$ cat src/rtl/alu_seq_if.sv
// rtl/alu_seq_if.sv - operand/result handshake bundle for alu_seq (ALU_SEQ_FLAGS_EN adds flags)
interface alu_seq_if #(
  parameter int WIDTH = 8
);
  logic             in_valid;
  logic             in_ready;
  logic [WIDTH-1:0] a;
  logic [WIDTH-1:0] b;
  logic             cin;
  logic [2:0]       sel;
  logic             out_valid;
  logic             out_ready;
  logic [WIDTH-1:0] res;
  logic [WIDTH-1:0] res_hi;
  logic             cout;
`ifdef ALU_SEQ_FLAGS_EN
  logic [2:0]       flags;
`endif

  modport master (
    output in_valid, a, b, cin, sel, out_ready,
    input  in_ready, out_valid, res, res_hi, cout
`ifdef ALU_SEQ_FLAGS_EN
    , input flags
`endif
  );

  modport slave (
    input  in_valid, a, b, cin, sel, out_ready,
    output in_ready, out_valid, res, res_hi, cout
`ifdef ALU_SEQ_FLAGS_EN
    , output flags
`endif
  );
endinterface

$ cat src/rtl/alu_seq.sv
// rtl/alu_seq.sv - registered eight-op ALU with iterative shift-add multiplier (ALU_SEQ_FLAGS_EN adds flags)
module alu_seq #(
  parameter int WIDTH = 8,
  parameter int SHW   = $clog2(WIDTH)
) (
  input  logic        clk,
  input  logic        rst_n,
  alu_seq_if.slave    bus
);
  typedef enum logic [1:0] {IDLE, BUSY, DONE} state_e;

  localparam logic [2:0] OP_ADD = 3'b000;
  localparam logic [2:0] OP_SUB = 3'b001;
  localparam logic [2:0] OP_AND = 3'b010;
  localparam logic [2:0] OP_OR  = 3'b011;
  localparam logic [2:0] OP_XOR = 3'b100;
  localparam logic [2:0] OP_SHL = 3'b101;
  localparam logic [2:0] OP_SHR = 3'b110;
  localparam logic [2:0] OP_MUL = 3'b111;
  localparam logic [SHW:0] CNT_INIT = WIDTH[SHW:0];

  state_e           state_q, state_d;
  logic [WIDTH-1:0] res_q, res_hi_q;
  logic             cout_q;
  logic [WIDTH-1:0] hi_q, lo_q, mcand_q;
  logic [SHW:0]     cnt_q;
  logic [2:0]       flags_q;

  logic             in_ready, out_valid, accept, is_mul;
  logic [WIDTH-1:0] alu_res;
  logic             alu_cout, alu_ovf;
  logic [WIDTH:0]   add_w, sub_w, shl_w, shr_w, step_sum;
  logic [WIDTH-1:0] step_hi, step_lo;
  logic [SHW-1:0]   sh;

  assign accept = bus.in_valid && in_ready;
  assign is_mul = (bus.sel == OP_MUL);
  assign sh     = bus.b[SHW-1:0];

  // Extra top/bottom bit catches the carry, borrow or the last bit shifted out.
  assign add_w = {1'b0, bus.a} + {1'b0, bus.b} + {{WIDTH{1'b0}}, bus.cin};
  assign sub_w = {1'b0, bus.a} - {1'b0, bus.b} - {{WIDTH{1'b0}}, bus.cin};
  assign shl_w = {1'b0, bus.a} << sh;
  assign shr_w = {bus.a, 1'b0} >> sh;

  always_comb begin
    alu_res  = '0;
    alu_cout = 1'b0;
    alu_ovf  = 1'b0;
    case (bus.sel)
      OP_ADD: begin
        alu_res  = add_w[WIDTH-1:0];
        alu_cout = add_w[WIDTH];
        alu_ovf  = (bus.a[WIDTH-1] == bus.b[WIDTH-1]) && (add_w[WIDTH-1] != bus.a[WIDTH-1]);
      end
      OP_SUB: begin
        alu_res  = sub_w[WIDTH-1:0];
        alu_cout = sub_w[WIDTH];
        alu_ovf  = (bus.a[WIDTH-1] != bus.b[WIDTH-1]) && (sub_w[WIDTH-1] != bus.a[WIDTH-1]);
      end
      OP_AND: alu_res = bus.a & bus.b;
      OP_OR:  alu_res = bus.a | bus.b;
      OP_XOR: alu_res = bus.a ^ bus.b;
      OP_SHL: begin
        alu_res  = shl_w[WIDTH-1:0];
        alu_cout = shl_w[WIDTH];
      end
      OP_SHR: begin
        alu_res  = shr_w[WIDTH:1];
        alu_cout = shr_w[0];
      end
      default: ;
    endcase
  end

  // One shift-add step: the multiplier drains out of lo_q as product bits fill it.
  assign step_sum = {1'b0, hi_q} + (lo_q[0] ? {1'b0, mcand_q} : '0);
  assign step_hi  = step_sum[WIDTH:1];
  assign step_lo  = {step_sum[0], lo_q[WIDTH-1:1]};

  always_ff @(posedge clk) begin
    if (!rst_n) state_q <= IDLE;
    else        state_q <= state_d;
  end

  always_comb begin
    state_d = state_q;
    case (state_q)
      IDLE: if (bus.in_valid) state_d = is_mul ? BUSY : DONE;
      BUSY: if (cnt_q == 1) state_d = DONE;
      DONE: begin
        if (bus.out_ready) begin
          if (bus.in_valid) state_d = is_mul ? BUSY : DONE;
          else              state_d = IDLE;
        end
      end
      default: state_d = IDLE;
    endcase
  end

  always_comb begin
    in_ready  = 1'b0;
    out_valid = 1'b0;
    case (state_q)
      IDLE: in_ready = 1'b1;
      DONE: begin
        in_ready  = bus.out_ready;
        out_valid = 1'b1;
      end
      default: ;
    endcase
  end

  always_ff @(posedge clk) begin
    if (!rst_n) begin
      res_q    <= '0;
      res_hi_q <= '0;
      cout_q   <= 1'b0;
      flags_q  <= '0;
      hi_q     <= '0;
      lo_q     <= '0;
      mcand_q  <= '0;
      cnt_q    <= '0;
    end else if (accept) begin
      if (is_mul) begin
        hi_q    <= '0;
        lo_q    <= bus.b;
        mcand_q <= bus.a;
        cnt_q   <= CNT_INIT;
      end else begin
        res_q    <= alu_res;
        res_hi_q <= '0;
        cout_q   <= alu_cout;
        flags_q  <= {alu_ovf, alu_res[WIDTH-1], alu_res == '0};
      end
    end else if (state_q == BUSY) begin
      hi_q  <= step_hi;
      lo_q  <= step_lo;
      cnt_q <= cnt_q - 1'b1;
      if (cnt_q == 1) begin
        res_q    <= step_lo;
        res_hi_q <= step_hi;
        cout_q   <= 1'b0;
        flags_q  <= {1'b0, step_hi[WIDTH-1], {step_hi, step_lo} == '0};
      end
    end
  end

  assign bus.in_ready  = in_ready;
  assign bus.out_valid = out_valid;
  assign bus.res       = res_q;
  assign bus.res_hi    = res_hi_q;
  assign bus.cout      = cout_q;
`ifdef ALU_SEQ_FLAGS_EN
  assign bus.flags     = flags_q;
`else
  logic unused_flags;
  assign unused_flags = ^flags_q;
`endif
endmodule

$ cat src/flat_wrapper.sv
// flat-port wrapper written by rule: the top's interface ports become plain ports
module alu_seq_flat 
#(
  parameter int WIDTH = 8,
  parameter int SHW   = $clog2(WIDTH)
)
  (clk, rst_n, bus_in_valid, bus_a, bus_b, bus_cin, bus_sel, bus_out_ready, bus_in_ready, bus_out_valid, bus_res, bus_res_hi, bus_cout);
  alu_seq_if #(.WIDTH(WIDTH)) bus_i ();
  input  logic clk;
  input  logic rst_n;
  input wire logic [$bits(bus_i.in_valid)-1:0] bus_in_valid;
  input wire logic [$bits(bus_i.a)-1:0] bus_a;
  input wire logic [$bits(bus_i.b)-1:0] bus_b;
  input wire logic [$bits(bus_i.cin)-1:0] bus_cin;
  input wire logic [$bits(bus_i.sel)-1:0] bus_sel;
  input wire logic [$bits(bus_i.out_ready)-1:0] bus_out_ready;
  output wire logic [$bits(bus_i.in_ready)-1:0] bus_in_ready;
  output wire logic [$bits(bus_i.out_valid)-1:0] bus_out_valid;
  output wire logic [$bits(bus_i.res)-1:0] bus_res;
  output wire logic [$bits(bus_i.res_hi)-1:0] bus_res_hi;
  output wire logic [$bits(bus_i.cout)-1:0] bus_cout;
  assign bus_i.in_valid = bus_in_valid;
  assign bus_i.a = bus_a;
  assign bus_i.b = bus_b;
  assign bus_i.cin = bus_cin;
  assign bus_i.sel = bus_sel;
  assign bus_i.out_ready = bus_out_ready;
  assign bus_in_ready = bus_i.in_ready;
  assign bus_out_valid = bus_i.out_valid;
  assign bus_res = bus_i.res;
  assign bus_res_hi = bus_i.res_hi;
  assign bus_cout = bus_i.cout;
  alu_seq #(.WIDTH(WIDTH), .SHW(SHW)) u_core (.clk(clk), .rst_n(rst_n), .bus(bus_i));
endmodule
$ cat config.mk
export PLATFORM = sky130hd
export DESIGN_NAME = alu_seq_flat
export DESIGN_NICKNAME = d
export VERILOG_FILES = /design/src/rtl/alu_seq_if.sv /design/src/rtl/alu_seq.sv /design/src/flat_wrapper.sv
export SDC_FILE = /design/constraint.sdc
export NUM_CORES = 1
export LEC_CHECK = 0
export BUFFER_PORTS_ARGS = -buffer_cell sky130_fd_sc_hd__buf_4
export CAP_MARGIN = 15
export CORE_MARGIN = 5
export CORE_UTILIZATION = 40
export DETAILED_ROUTE_END_ITERATION = 7
export GPL_ROUTABILITY_DRIVEN = 0
export GPL_TIMING_DRIVEN = 0
export SLEW_MARGIN = 5
export SYNTH_ARGS = -nofsm -noshare
export SYNTH_HDL_FRONTEND = slang
export SYNTH_SLANG_ARGS = --single-unit
$ cat constraint.sdc
create_clock -name clk -period 3.27 [get_ports clk]
set_input_delay 0.4905 -clock clk [delete_from_list [all_inputs] [get_ports clk]]
set_output_delay 0.4905 -clock clk [all_outputs]
set_load 0.1 [all_outputs]
# Word-level counts from Yosys, hierarchy flattened
# Cells that the tools add are included.
[word_totals]
ff_bits = 47
in_bits = 24
output_inout_bits = 19
wordCells = 75
[classes]
addsub = 6
eq_ne = 15
n_shift = 2
n_mux = 32
bitwise_logic = 3
reduce_logical = 9
[ops]
columns = ["op", "n"]
rows = [
  ["$mux W8", 15],
  ["$pmux W8 S7", 1],
  ["$eq A3 B3 Y1 const B", 4],
  ["$mux W4", 3],
  ["$mux W2", 5],
  ["$add A8 B8 Y9", 1],
  ["$add A8 B9 Y9", 1],
  ["$add A9 B1 Y9", 1],
  ["$shl A8 B3 Y9", 1],
  ["$shr A9 B3 Y9", 1],
  ["$sub A8 B8 Y9", 1],
  ["$sub A9 B1 Y9", 1],
  ["$and A8 B8 Y8", 1],
  ["$ne A2 B2 Y1 const B", 4],
  ["$or A8 B8 Y8", 1],
  ["$xor A8 B8 Y8", 1],
  ["$eq A3 B2 Y1 const B", 2],
  ["$pmux W2 S3", 1],
  ["$reduce_and A3 Y1", 2],
  ["$mux W1", 5],
  ["$eq A4 B1 Y1 const B", 1],
  ["$pmux W1 S4", 1],
  ["$reduce_and A2 Y1", 2],
  ["$reduce_bool A2 Y1", 2],
  ["9 further kinds", 9],
]

# Logic depth before layout (Yosys ltp)
[logic_depth]
word_depth = 5
ltp_mapped = 10
depth_no_buf = 10

# Worst setup path after synthesis
# OpenSTA, ideal clock, no wires.
[synth_path]
kind = "in2reg"
from = "input bus_b[0]"
to = "register u_core.cout_q, in the netlist u_core.bus.cout"
setup_time_ps = 86
arrival_time_ps = 2672
t_required_ps = 3184
path_slack_ps = 512
path_stages = 10
path_buffers = 1
cell_sequence = "buf_6 -> clkinv_1 -> fa_1 -> fa_1 -> o21ai_0 -> a211oi_1 -> a31oi_1 -> xor2_1 -> o21ai_0 -> a211oi_1"
[synth_via]
elab_chain_cells = 5
elab_cells_between_ends = 9
classes_between = "add/sub: 4; shift: 2; mux: 3"
[synth_lines]
columns = ["element", "line", "text"]
rows = [
  ["start: declaration", "flat_wrapper.sv:13", "input wire logic [$bits(bus_i.b)-1:0] bus_b;"],
  ["$sub A8 B8 Y9 / $add A8 B8 Y9 (equally long branches)", "alu_seq.sv:42, alu_seq.sv:41", ""],
  ["$sub A9 B1 Y9 / $add A9 B1 Y9 (equally long branches)", "alu_seq.sv:42, alu_seq.sv:41", ""],
  ["$pmux W1 S4 *", "alu_seq.sv:50", "case (bus.sel)"],
  ["$mux W1 *", "alu_seq.sv:125", "if (is_mul) begin"],
  ["$mux W1 *", "alu_seq.sv:124", "end else if (accept) begin"],
  ["end signal: assignment", "alu_seq.sv:133", "cout_q <= alu_cout;"],
  ["end: declaration", "alu_seq.sv:24", "logic cout_q;"],
]
# Every way passes the cells marked *; elsewhere a longest branch is shown, timed or not. The select of a mux whose other input is x is not followed.
# A chain may end at the register's enable or synchronous reset.

# Worst setup path after layout
# Same ends and word-level chain as after synthesis.

==> impl_results.md <==
- Clk_lat worst skew: 0.30 ns
- Hold Path Class: register to register
- Postcts setup bufs: 0
- Dpl cell area: 4610 um2
- Largest net degree at the start of global routing: 16
- Max_slew headroom: 62.7%
- Clock transition at path regs: 0.10 ns
- Post-CTS Hold Buffers: 0
- Tot GR Track Use: 19.3%
- Most common cell in the netlist: nand2_1
- Final min period: 3.12 ns
- Seq cells post-synth: 47
- Fin util: 46.4%
- Clock network power share: 28.8%
- Sw frac: 35.2%
- CTS Sinks: 47
- Register area share after synthesis: 22.8%
- Power per cell area: 335 nW/um2
- Hold depth: 2
- # IOs: 43
- H-Tree Depth: 2
- Grt ovf: 0
- Final worst slack: 0.151 ns
- Starting Density: 40.6%
- Die width: 112 um
- Diode count: 0
- Seq pwr share: 37.9%
- Placed cell count: 710
- CTS Buffer Depth: 2
- Setup TNS Final: 0 ns
- Routed Antenna Nets: 0
- Mean Syn Cell Area: 7.75 um2
- Row cnt: 37
- Number of global-route vias before repair: 3803
- Worst Setup End Kind: register
- Final setup skew: 0.0118 ns
- Sw power: 0.558 mW
- Total Routed Length: 12.3 mm
- Share of layout cells above drive strength 1: 14.1%
- Design Power: 1.59 mW
- Vias: 4098
- First-pass GRT wire length: 19.9 mm
- Crit path DAT: 3.33 ns
- Post-synthesis cell area: 4130 um2
- Final setup fails: 0
- # nets final: 651
- Clk root buf: clkbuf_8
- Crit-path max FO: 10
- Synth unique cells: 64
- Die H: 112 um
- CTS buffer count: 5
- Top cells by area, synth: dfxtp_1 23%, ha_1 12%, a21oi_1 5.8%
- Mapped Cells: 533
- Full die area: 12500 um2
- Routed len/inst: 17.1 um
- Core ar.: 10200 um2
- Fin Hold WS: 0.458 ns
- DRC: 0
- Drt pass-1 iters: 5
- Tightest Pin Transition: 0.555 ns
- Post-CTS sizing: 0
- Yosys top cell by area: dfxtp_1
- Number of flops mapped to enable cells by yosys: 0
- Status: complete, no violations
- Post-Layout Cell Count: 718
- Post-placement worst setup slack: -0.135 ns
- Drt initial violations: 372
- Final instance area: 4730 um2
- Fin. Hold Viols: 0
- Unrepaired setup endpoints after global routing: false
- Peak supply drop: 191 uV
- CTS tree: done
- Max-cap violations: 0
- Ys Warns: 0
- Leakage power: 1.96 nW
- Synth Flop Type: dfxtp_1
- Detailed placement HPWL: 9.91 mm
- Worst Setup Start Kind: input port
- Worst EP required: 3.48 ns
- Buffers on Ports: 41
- Top cell type's share of synthesized area: 22.8%
- Fin crit share: 95.4%
- Max Clk Rate: 0.321 GHz
- Internal power: 1.03 mW
- WS Path Type: input port to register
- Synth top cells by count: 57 x nand2_1, 48 x a21oi_1, 47 x dfxtp_1, 47 x nor2_1, 41 x ha_1
- Pins Over Slew Limit: 0
- Worst reg-to-reg path cell count: 10
- Ys async rst share: 0%
- Area growth syn-to-layout: 14.5%
- Syn_nets: 603
- Fill count: 1049
- Comb pwr share: 33.3%
- Vias per cell: 5.71
- Antenna violations before repair: 0
## flip-flops by register name, summed over array words and instances, names as in the netlist
signal	cells
u_core.bus.res	8
u_core.bus.res_hi	8
u_core.hi_q	8
u_core.lo_q	8
u_core.mcand_q	8
u_core.cnt_q	4
u_core.state_q	2
u_core.bus.cout	1
## cells by family (layout without fill, tap and decap cells)
family / count (synthesis) / after routing / share of synthesized area [%]
and+or+nand+nor: 193 / 193 / 22.7
AOI/OAI and AO/OA: 151 / 151 / 24.1
buffers and inverters: 66 / 115 / 7.27
DFF: 47 / 47 / 22.8
adders and majority gates: 46 / 46 / 14.8
muxes: 16 / 16 / 5.42
xor gates and xnor gates: 14 / 14 / 2.97
## routing by layer
metal,up-vias,GRT usage [%],routed length (um)
li1,2000,-,-
met3,19,2.99,855
met5,-,0,0
met4,0,4.30,202
met2,153,30.8,5630
met1,1926,27.5,5590
## cell usage in the layout, fill, tap and decap left out, types with 3 or more instances in the layout
master,n
inv_1,35
buf_4,45
nand4_1,5
nor2b_1,11
nand3_1,15
mux2i_1,10
o21a_1,5
o22ai_1,5
a211oi_1,14
xor2_1,8
a22oi_1,17
o21ai_0,29
xnor2_1,6
or3_1,4
and2_1,9
clkbuf_8,6
ha_1,41
buf_2,12
fa_1,5
a31oi_1,5
mux4_2,5
nand2b_1,9
nor3_1,20
nor2_1,47
buf_6,3
o211ai_1,3
a21oi_1,48
dfxtp_1,47
nand3b_1,3
clkbuf_1,9
nand2_1,57
## area by class of cell
class	instances	area, um2	area share [%]
multi-input combinational	420	2890	61.1
clock inverter	2	38.8	0.820
buffer	29	161	3.41
inverter	37	139	2.94
sequential	47	941	19.9
clock buffer	6	82.6	1.75
timing repair buffer	41	308	6.51
tap	136	170	3.60
## power groups by stage
stage	Combinational, mW	Clock, mW	Sequential, mW
final	0.529	0.457	0.600
after global routing	0.575	0.491	0.603
after CTS	0.526	0.467	0.600
after detailed placement	0.524	0	0.613
after global placement	0.518	0	0.613
after floorplan	0.317	0	0.669
## worst max-delay path: stages
cell and delay [ns]:
buf_4 0.11, buf_6 0.15, clkinv_1 0.29, fa_1 0.55, fa_1 0.45, o21ai_0 0.29, a211oi_1 0.18, a31oi_1 0.31
xor2_1 0.17, o21ai_0 0.11, a211oi_1 0.23
## final timing paths
| path | start | to | slack, ns |
|---|---|---|---|
| worst max-delay path | bus_b[0] | u_core.bus.cout | 0.15 |
| worst min register to register | u_core.bus.res_hi[3] | u_core.bus.res_hi[3] | 0.46 |
| worst min-delay path | u_core.bus.res_hi[3] | u_core.bus.res_hi[3] | 0.46 |
| worst max register to register | u_core.lo_q[0] | u_core.hi_q[7] | 0.81 |
Note: power is estimated with default switching activity, not from simulation.
